### src/rtl/alu_pkg.sv
// Shared definitions for the ALU sequencer: opcode encoding, strobe bit
// positions, FSM state type and the opcode-to-strobe decoder.
package alu_pkg;

    localparam int NUM_ALU_OPS = 13;

    // 4-bit opcode encoding; 13..15 are illegal
    localparam logic [3:0] OP_ADD  = 4'd0;
    localparam logic [3:0] OP_SUB  = 4'd1;
    localparam logic [3:0] OP_AND  = 4'd2;
    localparam logic [3:0] OP_OR   = 4'd3;
    localparam logic [3:0] OP_SHR  = 4'd4;
    localparam logic [3:0] OP_SHRA = 4'd5;
    localparam logic [3:0] OP_SHL  = 4'd6;
    localparam logic [3:0] OP_ROR  = 4'd7;
    localparam logic [3:0] OP_ROL  = 4'd8;
    localparam logic [3:0] OP_MUL  = 4'd9;
    localparam logic [3:0] OP_DIV  = 4'd10;
    localparam logic [3:0] OP_NEG  = 4'd11;
    localparam logic [3:0] OP_NOT  = 4'd12;

    // Bit positions inside the one-hot alu_sel vector
    localparam int SEL_ADD  = 0;
    localparam int SEL_SUB  = 1;
    localparam int SEL_AND  = 2;
    localparam int SEL_OR   = 3;
    localparam int SEL_SHR  = 4;
    localparam int SEL_SHRA = 5;
    localparam int SEL_SHL  = 6;
    localparam int SEL_ROR  = 7;
    localparam int SEL_ROL  = 8;
    localparam int SEL_MUL  = 9;
    localparam int SEL_DIV  = 10;
    localparam int SEL_NEG  = 11;
    localparam int SEL_NOT  = 12;

    typedef enum logic [1:0] {
        ST_IDLE = 2'd0,
        ST_EXEC = 2'd1,
        ST_DONE = 2'd2
    } seq_state_e;

    // Opcode to one-hot strobe; illegal opcodes give all zeros
    function automatic logic [NUM_ALU_OPS-1:0] op_to_onehot(input logic [3:0] op);
        logic [NUM_ALU_OPS-1:0] v;
        v = {NUM_ALU_OPS{1'b0}};
        if (op <= OP_NOT) begin
            v[op] = 1'b1;
        end else begin
            v = {NUM_ALU_OPS{1'b0}};
        end
        return v;
    endfunction

    // Only the double-word ops produce a meaningful high result word
    function automatic logic op_has_hi(input logic [3:0] op);
        return (op == OP_MUL) || (op == OP_DIV);
    endfunction

endpackage

### src/rtl/alu_cycle_counter.sv
// Loadable down-counter that saturates at zero and flags when it is there.
module alu_cycle_counter #(
    parameter int WIDTH = 4
) (
    input  logic             clk,
    input  logic             clr,
    input  logic             load,
    input  logic [WIDTH-1:0] load_val,
    input  logic             dec,
    output logic             zero
);

    logic [WIDTH-1:0] count_r;

    // Count register: load has priority over decrement, never wraps below zero
    always_ff @(posedge clk or posedge clr) begin
        if (clr) begin
            count_r <= {WIDTH{1'b0}};
        end else if (load) begin
            count_r <= load_val;
        end else if (dec && (count_r != {WIDTH{1'b0}})) begin
            count_r <= count_r - {{(WIDTH-1){1'b0}}, 1'b1};
        end else begin
            count_r <= count_r;
        end
    end

    assign zero = (count_r == {WIDTH{1'b0}});

endmodule

### src/rtl/alu_sequencer.sv
// Sequencer in front of the shared combinational ALU: accepts one request,
// holds the one-hot strobe for a per-opcode number of cycles, captures the
// result into the Z pair and offers it on a valid/ready response port.
module alu_sequencer
    import alu_pkg::*;
#(
    parameter int MUL_CYCLES   = 4,
    parameter int DIV_CYCLES   = 8,
    parameter int BASIC_CYCLES = 1
) (
    input  logic                   clk,
    input  logic                   clr,
    input  logic                   req_valid,
    output logic                   req_ready,
    input  logic [3:0]             req_op,
    input  logic [31:0]            req_rb,
    input  logic [31:0]            req_ry,
    output logic [31:0]            alu_rb,
    output logic [31:0]            alu_ry,
    output logic [NUM_ALU_OPS-1:0] alu_sel,
    input  logic [31:0]            alu_lo,
    input  logic [31:0]            alu_hi,
    output logic                   rsp_valid,
    input  logic                   rsp_ready,
    output logic [31:0]            rsp_lo,
    output logic [31:0]            rsp_hi,
    output logic                   rsp_err,
    output logic                   busy
);

    localparam int MAX_MD  = (MUL_CYCLES > DIV_CYCLES) ? MUL_CYCLES : DIV_CYCLES;
    localparam int MAX_CYC = (MAX_MD > BASIC_CYCLES) ? MAX_MD : BASIC_CYCLES;
    localparam int CNT_W   = $clog2(MAX_CYC) + 1;

    // Counter preload is N-1: the strobe rises on the accept edge and the
    // capture happens on the edge where the counter is already zero.
    localparam logic [CNT_W-1:0] MUL_LOAD   = CNT_W'(MUL_CYCLES - 1);
    localparam logic [CNT_W-1:0] DIV_LOAD   = CNT_W'(DIV_CYCLES - 1);
    localparam logic [CNT_W-1:0] BASIC_LOAD = CNT_W'(BASIC_CYCLES - 1);

    seq_state_e             state_r;
    seq_state_e             state_next_s;
    logic                   accept_s;
    logic                   err_accept_s;
    logic                   capture_s;
    logic                   cnt_load_s;
    logic                   cnt_dec_s;
    logic                   op_illegal_s;
    logic                   div_zero_s;
    logic [CNT_W-1:0]       cnt_load_val_s;
    logic                   cnt_zero_s;

    logic [3:0]             op_r;
    logic [31:0]            rb_r;
    logic [31:0]            ry_r;
    logic [NUM_ALU_OPS-1:0] alu_sel_r;
    logic [31:0]            lo_r;
    logic [31:0]            hi_r;
    logic                   err_r;
    logic                   rsp_valid_r;
    logic                   req_ready_r;
    logic                   busy_r;

    alu_cycle_counter #(
        .WIDTH(CNT_W)
    ) u_counter (
        .clk      (clk),
        .clr      (clr),
        .load     (cnt_load_s),
        .load_val (cnt_load_val_s),
        .dec      (cnt_dec_s),
        .zero     (cnt_zero_s)
    );

    // Next-state and control decode for the IDLE/EXEC/DONE sequencer
    always_comb begin
        state_next_s   = state_r;
        accept_s       = 1'b0;
        err_accept_s   = 1'b0;
        capture_s      = 1'b0;
        cnt_load_s     = 1'b0;
        cnt_dec_s      = 1'b0;
        op_illegal_s   = (req_op > OP_NOT);
        div_zero_s     = (req_op == OP_DIV) && (req_ry == 32'd0);

        case (req_op)
            OP_MUL:  cnt_load_val_s = MUL_LOAD;
            OP_DIV:  cnt_load_val_s = DIV_LOAD;
            default: cnt_load_val_s = BASIC_LOAD;
        endcase

        case (state_r)
            ST_IDLE: begin
                if (req_valid) begin
                    accept_s = 1'b1;
                    if (op_illegal_s || div_zero_s) begin
                        // Error cases never strobe the ALU
                        err_accept_s = 1'b1;
                        state_next_s = ST_DONE;
                    end else begin
                        cnt_load_s   = 1'b1;
                        state_next_s = ST_EXEC;
                    end
                end else begin
                    state_next_s = ST_IDLE;
                end
            end
            ST_EXEC: begin
                if (cnt_zero_s) begin
                    capture_s    = 1'b1;
                    state_next_s = ST_DONE;
                end else begin
                    cnt_dec_s    = 1'b1;
                    state_next_s = ST_EXEC;
                end
            end
            ST_DONE: begin
                if (rsp_ready) begin
                    state_next_s = ST_IDLE;
                end else begin
                    state_next_s = ST_DONE;
                end
            end
            default: begin
                state_next_s = ST_IDLE;
            end
        endcase
    end

    // State register plus registered handshake/status flags decoded from next state
    always_ff @(posedge clk or posedge clr) begin
        if (clr) begin
            state_r     <= ST_IDLE;
            rsp_valid_r <= 1'b0;
            req_ready_r <= 1'b1;
            busy_r      <= 1'b0;
        end else begin
            state_r     <= state_next_s;
            rsp_valid_r <= (state_next_s == ST_DONE);
            req_ready_r <= (state_next_s == ST_IDLE);
            busy_r      <= (state_next_s != ST_IDLE);
        end
    end

    // Operand latch, glitch-free strobe register and Z result capture
    always_ff @(posedge clk or posedge clr) begin
        if (clr) begin
            op_r      <= 4'd0;
            rb_r      <= 32'd0;
            ry_r      <= 32'd0;
            alu_sel_r <= {NUM_ALU_OPS{1'b0}};
            lo_r      <= 32'd0;
            hi_r      <= 32'd0;
            err_r     <= 1'b0;
        end else begin
            if (accept_s) begin
                op_r <= req_op;
                rb_r <= req_rb;
                ry_r <= req_ry;
            end
            if (accept_s && err_accept_s) begin
                // DIV by zero reports remainder = dividend; illegal ops report zeros
                lo_r  <= 32'd0;
                hi_r  <= div_zero_s ? req_rb : 32'd0;
                err_r <= 1'b1;
            end else if (accept_s) begin
                alu_sel_r <= op_to_onehot(req_op);
                err_r     <= 1'b0;
            end else if (capture_s) begin
                alu_sel_r <= {NUM_ALU_OPS{1'b0}};
                lo_r      <= alu_lo;
                hi_r      <= op_has_hi(op_r) ? alu_hi : 32'd0;
            end
        end
    end

    assign req_ready = req_ready_r;
    assign alu_rb    = rb_r;
    assign alu_ry    = ry_r;
    assign alu_sel   = alu_sel_r;
    assign rsp_valid = rsp_valid_r;
    assign rsp_lo    = lo_r;
    assign rsp_hi    = hi_r;
    assign rsp_err   = err_r;
    assign busy      = busy_r;

endmodule

### config.mk
export PLATFORM = sky130hd
export DESIGN_NAME = alu_sequencer
export DESIGN_NICKNAME = d
export VERILOG_FILES = /design/src/rtl/alu_pkg.sv /design/src/rtl/alu_cycle_counter.sv /design/src/rtl/alu_sequencer.sv
export SDC_FILE = /design/constraint.sdc
export NUM_CORES = 1
export LEC_CHECK = 0
export CAP_MARGIN = 10
export CORE_ASPECT_RATIO = 1.1
export CORE_MARGIN = 4
export CORE_UTILIZATION = 44
export DETAILED_ROUTE_END_ITERATION = 8
export PLACE_DENSITY = 0.81
export SKIP_CTS_REPAIR_TIMING = 1
export SLEW_MARGIN = 20
export SYNTH_ARGS = -nofsm -noshare
export SYNTH_HDL_FRONTEND = slang
export SYNTH_HIERARCHICAL = 1
export SYNTH_SLANG_ARGS = --single-unit
### constraint.sdc
create_clock -name clk -period 5.99 [get_ports clk]
set_input_delay 0.8985 -clock clk [delete_from_list [all_inputs] [get_ports clk]]
set_output_delay 0.8985 -clock clk [all_outputs]
set_load 0.005 [all_outputs]
==> results.cfg, run 1 <==
[status]
outcome = complete, no violations

[timing]
finalCritPeriodShare_pct = 56.6
rsz0062_at_grt = false
tns_ns = 0
worst_pin_slew_ns = 1.07
fin_crit_ns = 3.39
fin_worst_skew_ns = 0.00825
drv_slew = 0
finalSetupViolCount = 0
hold_violations = 0
slew_headroom_pct = 28.8
fmax_mhz = 295

[clocking]
cts_max_path_buffers = 2
h-tree-depth = 4
clkSinkCount = 155
clk_pin_slew_ns = 0.06
clockRootBuffer = clkbuf_16
cts_tree = built
clkLatencyLatePin_ns = 0.42
cts_made_buffers = 17

[worst_hold_path]
hold_depth = 2
hold_path_class = flop to flop

[route]
wl_met2_um = 10500
viasPerCell = 5.33
wl_met1_um = 8480
drt_wl_total_um = 21400
wire_per_inst_um = 18.5
vias = 6159
antenna_left = 0
wl_met3_um = 1980
top_layer_used = met4
first_iter_violations = 313
drc = 0
first_pass_iters = 5

[grt]
grt_pass1_vias = 6245
grt_start_max_net_pins = 82
grt_antenna_before_repair = 0
grt_util_all_layers_pct = 23.7
grt_overflow = 0
grt_pass1_wl_um = 33500

[synth]
syn_area_um2 = 6930
syn_nets = 831
seq_area_frac_synth_pct = 56.0
synth_top_cell_area_share_pct = 55.6
synth-edff-count = 0
synth.distinct_cells = 51
async_flop_share_pct = 100
synth_compound_area_share_pct = 10.9
synth.area.mux_share_pct = 6.72
synth.area.top_cells = dfrtp_1, nand2_1, mux2_4
yosys.area.top_type = dfrtp_1
synthXorXnorAreaFrac_pct = 0.126
ys.flop_type = dfrtp_1
synth_cells = 694
avgSynthCellArea_um2 = 9.99
yosys.area_share.adder_pct = 0.181
synthSimpleGateAreaFrac_pct = 21.8
synth_seq_cells = 155
synth_top_family_by_area = simple AND/OR/NAND/NOR gates
yosys_warnings = 6

[floorplan]
die_y_um = 140
fp-row-count = 47
dieArea_um2 = 17800
coreArea_um2 = 15200
start_util_pct = 45.5
die_w_um = 128
pin_count = 281

[critical_path]
crit_fanout = 81
crit_type = primary input to flop
critical_path_required_ns = 6.29
critPathCaptureType = flop
reg2regPathDepth = 4
cp.arrival_ns = 3.69
ff2ff_setup_slack_ns = 3.08
start_kind = primary input

[placement]
portBuffers = 280
dp_hpwl_um = 14500
dp.cells = 1124
gp_congestion = 0.833

[final_layout]
fin_cells = 1156
nets = 1084
drive_gt1_share_pct = 8.96
num-fill-cells = 1138
syn2layout_area_growth_pct = 50.4
n_antenna_cell = 0

[pwr]
vdd_drop_max_mv = 0.256
p_per_area_nw_per_um2 = 488
leakage_uw = 0.00472

[job]
maxCapViolations = 0
worst paths after layout:
check | startpoint | to
max | req_valid | rsp_lo[0]$_DFFE_PP0P_
min reg2reg | op_r[3]$_DFFE_PP0P_ | op_r[3]$_DFFE_PP0P_
min | op_r[3]$_DFFE_PP0P_ | op_r[3]$_DFFE_PP0P_
max in group asynchronous | clr | alu_ry[9]$_DFFE_PP0P_
min in group asynchronous | clr | u_counter/count_r[0]$_DFFE_PP0P_
max reg2reg | state_r[1]$_DFF_PP0_ | rsp_lo[0]$_DFFE_PP0P_
layout make-up:
class | count | area, µm² | area share (%)
clock inverter | 12 | 170 | 1.63
inverter | 6 | 27.5 | 0.264
timing repair buffer | 289 | 2870 | 27.5
multi-input combinational | 478 | 2780 | 26.7
tap | 196 | 245 | 2.35
clock buffer | 20 | 447 | 4.29
sequential | 155 | 3880 | 37.2
cells by family after synthesis:
group	Yosys count
AND/OR/NAND/NOR	336
flip-flops	155
AO/OA/AOI/OAI	107
buffers and inverters	61
multiplexers	32
adder cells (fa/ha/maj)	1
other	1
XOR/XNOR	1
cells in the mapped netlist, types with 2 or more instances:
| library cell | instances |
|---|---|
| nand2_1 | 254 |
| o21ai_1 | 2 |
| mux2_4 | 28 |
| o21ai_0 | 11 |
| buf_6 | 4 |
| o22a_1 | 3 |
| nor3_1 | 5 |
| and2_1 | 4 |
| buf_4 | 3 |
| a32o_1 | 32 |
| o32a_1 | 2 |
| mux2_2 | 4 |
| nand4_1 | 35 |
| nor4_1 | 10 |
| nor2_2 | 2 |
| a31oi_1 | 3 |
| nor3b_1 | 3 |
| nor2_4 | 2 |
| nor2_1 | 4 |
| dfrtp_1 | 154 |
| inv_1 | 6 |
| clkbuf_1 | 22 |
| a21o_1 | 2 |
| a21oi_1 | 44 |
| buf_2 | 17 |
| nand2b_1 | 5 |
| and4_1 | 2 |
| buf_1 | 8 |
critical path, cell delays in order:
cell             delay, ns
clkdlybuf4s50_1       0.49
or3b_4                0.72
nor2_4                0.83
nor2_4                0.33
a32o_1                0.37
cells in the final DEF, fill, tap and decap left out, types with 5 or more instances in the layout:
cell type / instances
nand2_1: 254
a32o_1: 32
mux2_4: 28
a21oi_1: 44
nor3_1: 5
clkbuf_16: 17
nand4_1: 35
nand2b_1: 5
nor4_1: 10
buf_4: 9
dfrtp_1: 154
clkinv_2: 5
clkdlybuf4s50_1: 280
o21ai_0: 11
inv_1: 5
state kept, by name, indices dropped and copies added (netlist names), 2 cells and up:
register / cells
alu_sel: 13
state_r: 2
rsp_lo: 32
alu_ry: 32
alu_rb: 32
u_counter/count_r: 4
rsp_hi: 32
op_r: 4
metrics by stage:
| stage | cell area (µm²) | hold WS [ns] | power (µW) | setup slack, ns | utilization [%] |
|---|---|---|---|---|---|
| after floorplan | 6930 | 0.438 | 2730 | 1.03 | - |
| after global placement | 9800 | 0.456 | 3920 | 1.90 | 64.3 |
| after detailed placement | 9800 | 0.459 | 3980 | 2.13 | 64.4 |
| after CTS | 10400 | 0.474 | 5140 | 2.59 | 68.4 |
| after global routing | 10400 | 0.488 | 5400 | 2.44 | 68.4 |
| final | 10400 | 0.471 | 5090 | 2.60 | 68.4 |
layer usage:
| layer | vias up | GRT usage [%] |
|---|---|---|
| met3 | 30 | 7.78 |
| met4 | 0 | 7.99 |
| met1 | 2938 | 29.8 |
| li1 | 2911 | - |
| met5 | - | 0 |
| met2 | 280 | 38.8 |
power breakdown:
part / switching (µW) / internal [µW] / leakage, µW
Combinational: 943 / 1240 / 0.00243
Sequential: 264 / 1510 / 0.00199
Clock: 425 / 706 / 0.000304
(Power assumes the default switching activity.)
==> run 2: changes to the inputs <==
CORE_UTILIZATION = 39   (was 44)
PLACE_DENSITY = 0.76   (was 0.81)
clock period = 2.77 ns   (was 5.99 ns; I/O delays follow)
==> run 2 against run 1 <==
Via count up 1.2%. Clock skew increased by 0.0028 ns. Sequential share of layout area fell by 0.72 points. Clock power increased by 110%. Wire length is 1.0% higher. Die area is 12% higher. First-iteration DRC count decreased by 19%. Total power is 120% higher. Highest routed layer unchanged. Critical path type is now flop to flop. Critical endpoint is now rsp_hi[0]$_DFFE_PP0P_.
==> results.cfg, run 2 (synthesized netlist as in run 1, its figures left out) <==
[grt]
grt_antenna_before_repair = 0
grt_overflow = 0
grt_pass1_wl_um = 34100
grt_pass1_vias = 6358
grt_start_max_net_pins = 65
grt_util_all_layers_pct = 21.5

[route]
drt_wl_total_um = 21600
vias = 6231
antenna_left = 0
wire_per_inst_um = 17.9
first_pass_iters = 5
first_iter_violations = 254
viasPerCell = 5.15
drc = 0

[floorplan]
die_y_um = 148
pin_count = 281
coreArea_um2 = 17300
fp-row-count = 50
start_util_pct = 40.1
die_w_um = 135
dieArea_um2 = 20000

[timing]
drv_slew = 0
hold_violations = 0
fin_crit_ns = 2.35
worst_pin_slew_ns = 0.902
fmax_mhz = 425
slew_headroom_pct = 39.8
finalSetupViolCount = 0
rsz0062_at_grt = false
finalCritPeriodShare_pct = 85.0
timing.hold.ws_ns = 0.273
tns_ns = 0
fin_worst_skew_ns = 0.0111

[clocking]
clk_pin_slew_ns = 0.06
cts_tree = built
clkSinkCount = 155
cts_made_buffers = 17
clkLatencyLatePin_ns = 0.42
clockRootBuffer = clkbuf_16
cts_max_path_buffers = 2
h-tree-depth = 4

[critical_path]
r2r_end = rsp_hi[0]$_DFFE_PP0P_
start_kind = flop
critPathSlowestCell = or3b_4
critical_path_required_ns = 3.12
rr_startpoint = u_counter/count_r[0]$_DFFE_PP0P_
crit_family = simple AND/OR/NAND/NOR gates
ff2ff_setup_slack_ns = 0.42
crit_fanout = 25
critPathCaptureType = flop
critical_path_buf_inv_count = 3
cp.arrival_ns = 2.71
path_common_cell = inv_1
cp_cell_sequence = inv_1 -> ha_1 -> or3b_4 -> inv_1 -> and3b_2 -> buf_12 -> nand4_1 -> a21oi_1 -> mux2_4
crit_type = flop to flop
reg2regPathDepth = 9
crit_path_max_incr_delay_ns = 0.42

[final_layout]
final_cell_area_um2 = 10600
drive_gt1_share_pct = 10.5
nets = 1099
multi_input_area_um2 = 2790
ff_latch_area_um2 = 3880
num-fill-cells = 1448
syn2layout_area_growth_pct = 53.3
mostFrequentLayoutCells = clkdlybuf4s50_1, nand2_1, dfrtp_1
final_common_cell = clkdlybuf4s50_1
n_antenna_cell = 0

[pwr]
p_total_uw = 11000
vdd_drop_max_mv = 0.427
p_per_area_nw_per_um2 = 1030
leakage_uw = 0.00479

[job]
maxCapViolations = 0

[worst_hold_path]
hold_path_class = primary input to async pin

[placement]
dpl_cell_area_um2 = 10000
gp_congestion = 0.810
dp_hpwl_um = 15400
portBuffers = 280

[status]
outcome = complete, no violations
run 2: cell types whose count changed in the layout (fill, tap and decap cells not counted):
cell / change
inv_6: +1
xor2_2: -1
buf_12: +5
xor2_4: +1
clkinv_2: -4
clkinvlp_4: +5
nor2_2: +1
clkbuf_8: +1
buf_4: +10
nor2_4: -1
bufinv_16: -2
clkbuf_1: -1
run 2: worst max-delay path by stage:
stage | cells past startpoint | end | from | slack [ns]
2_1_floorplan | 1 | alu_rb[0]$_DFFE_PP0P_ | clr | 0.45
3_3_place_gp | 6 | rsp_hi[27]$_DFFE_PP0P_ | req_ry[26] | 0.13
3_5_place_dp | 6 | rsp_hi[13]$_DFFE_PP0P_ | req_ry[26] | 0.1
4_1_cts | 9 | rsp_hi[7]$_DFFE_PP0P_ | u_counter/count_r[0]$_DFFE_PP0P_ | 0.42
5_1_grt | 9 | rsp_hi[0]$_DFFE_PP0P_ | u_counter/count_r[0]$_DFFE_PP0P_ | 0.23
6_report | 9 | rsp_hi[0]$_DFFE_PP0P_ | u_counter/count_r[0]$_DFFE_PP0P_ | 0.42
run 2: metrics by stage:
stage,std cells,util (%),setup slack (ns)
after floorplan,694,-,0.452
after global placement,1177,58.1,0.133
after detailed placement,1177,58.1,0.0954
after CTS,1209,61.5,0.418
after global routing,1209,61.5,0.226
final,1209,61.5,0.416
run 2: final cells by class:
cell class                      instances  area share [%]
Sequential cell                       155            36.5
Timing Repair Buffer                  304            28.7
Multi-Input combinational cell        478            26.2
Clock buffer                           20            4.30
Tap cell                              234            2.76
Clock inverter                         12            1.30
Inverter                                6           0.247
run 2: layer usage:
metal,share of wire (%),track usage [%],vias up
li1,-,-,2940
met1,39,26.5,3009
met2,49,35.9,259
met3,10,7.32,23
met4,1.4,6.05,0
met5,0,0,-
run 2: power by group:
group	leakage [µW]	switching, µW	internal, µW
combinational	0.00252	2060	2750
sequential	0.00199	565	3260
clock	0.000276	949	1380
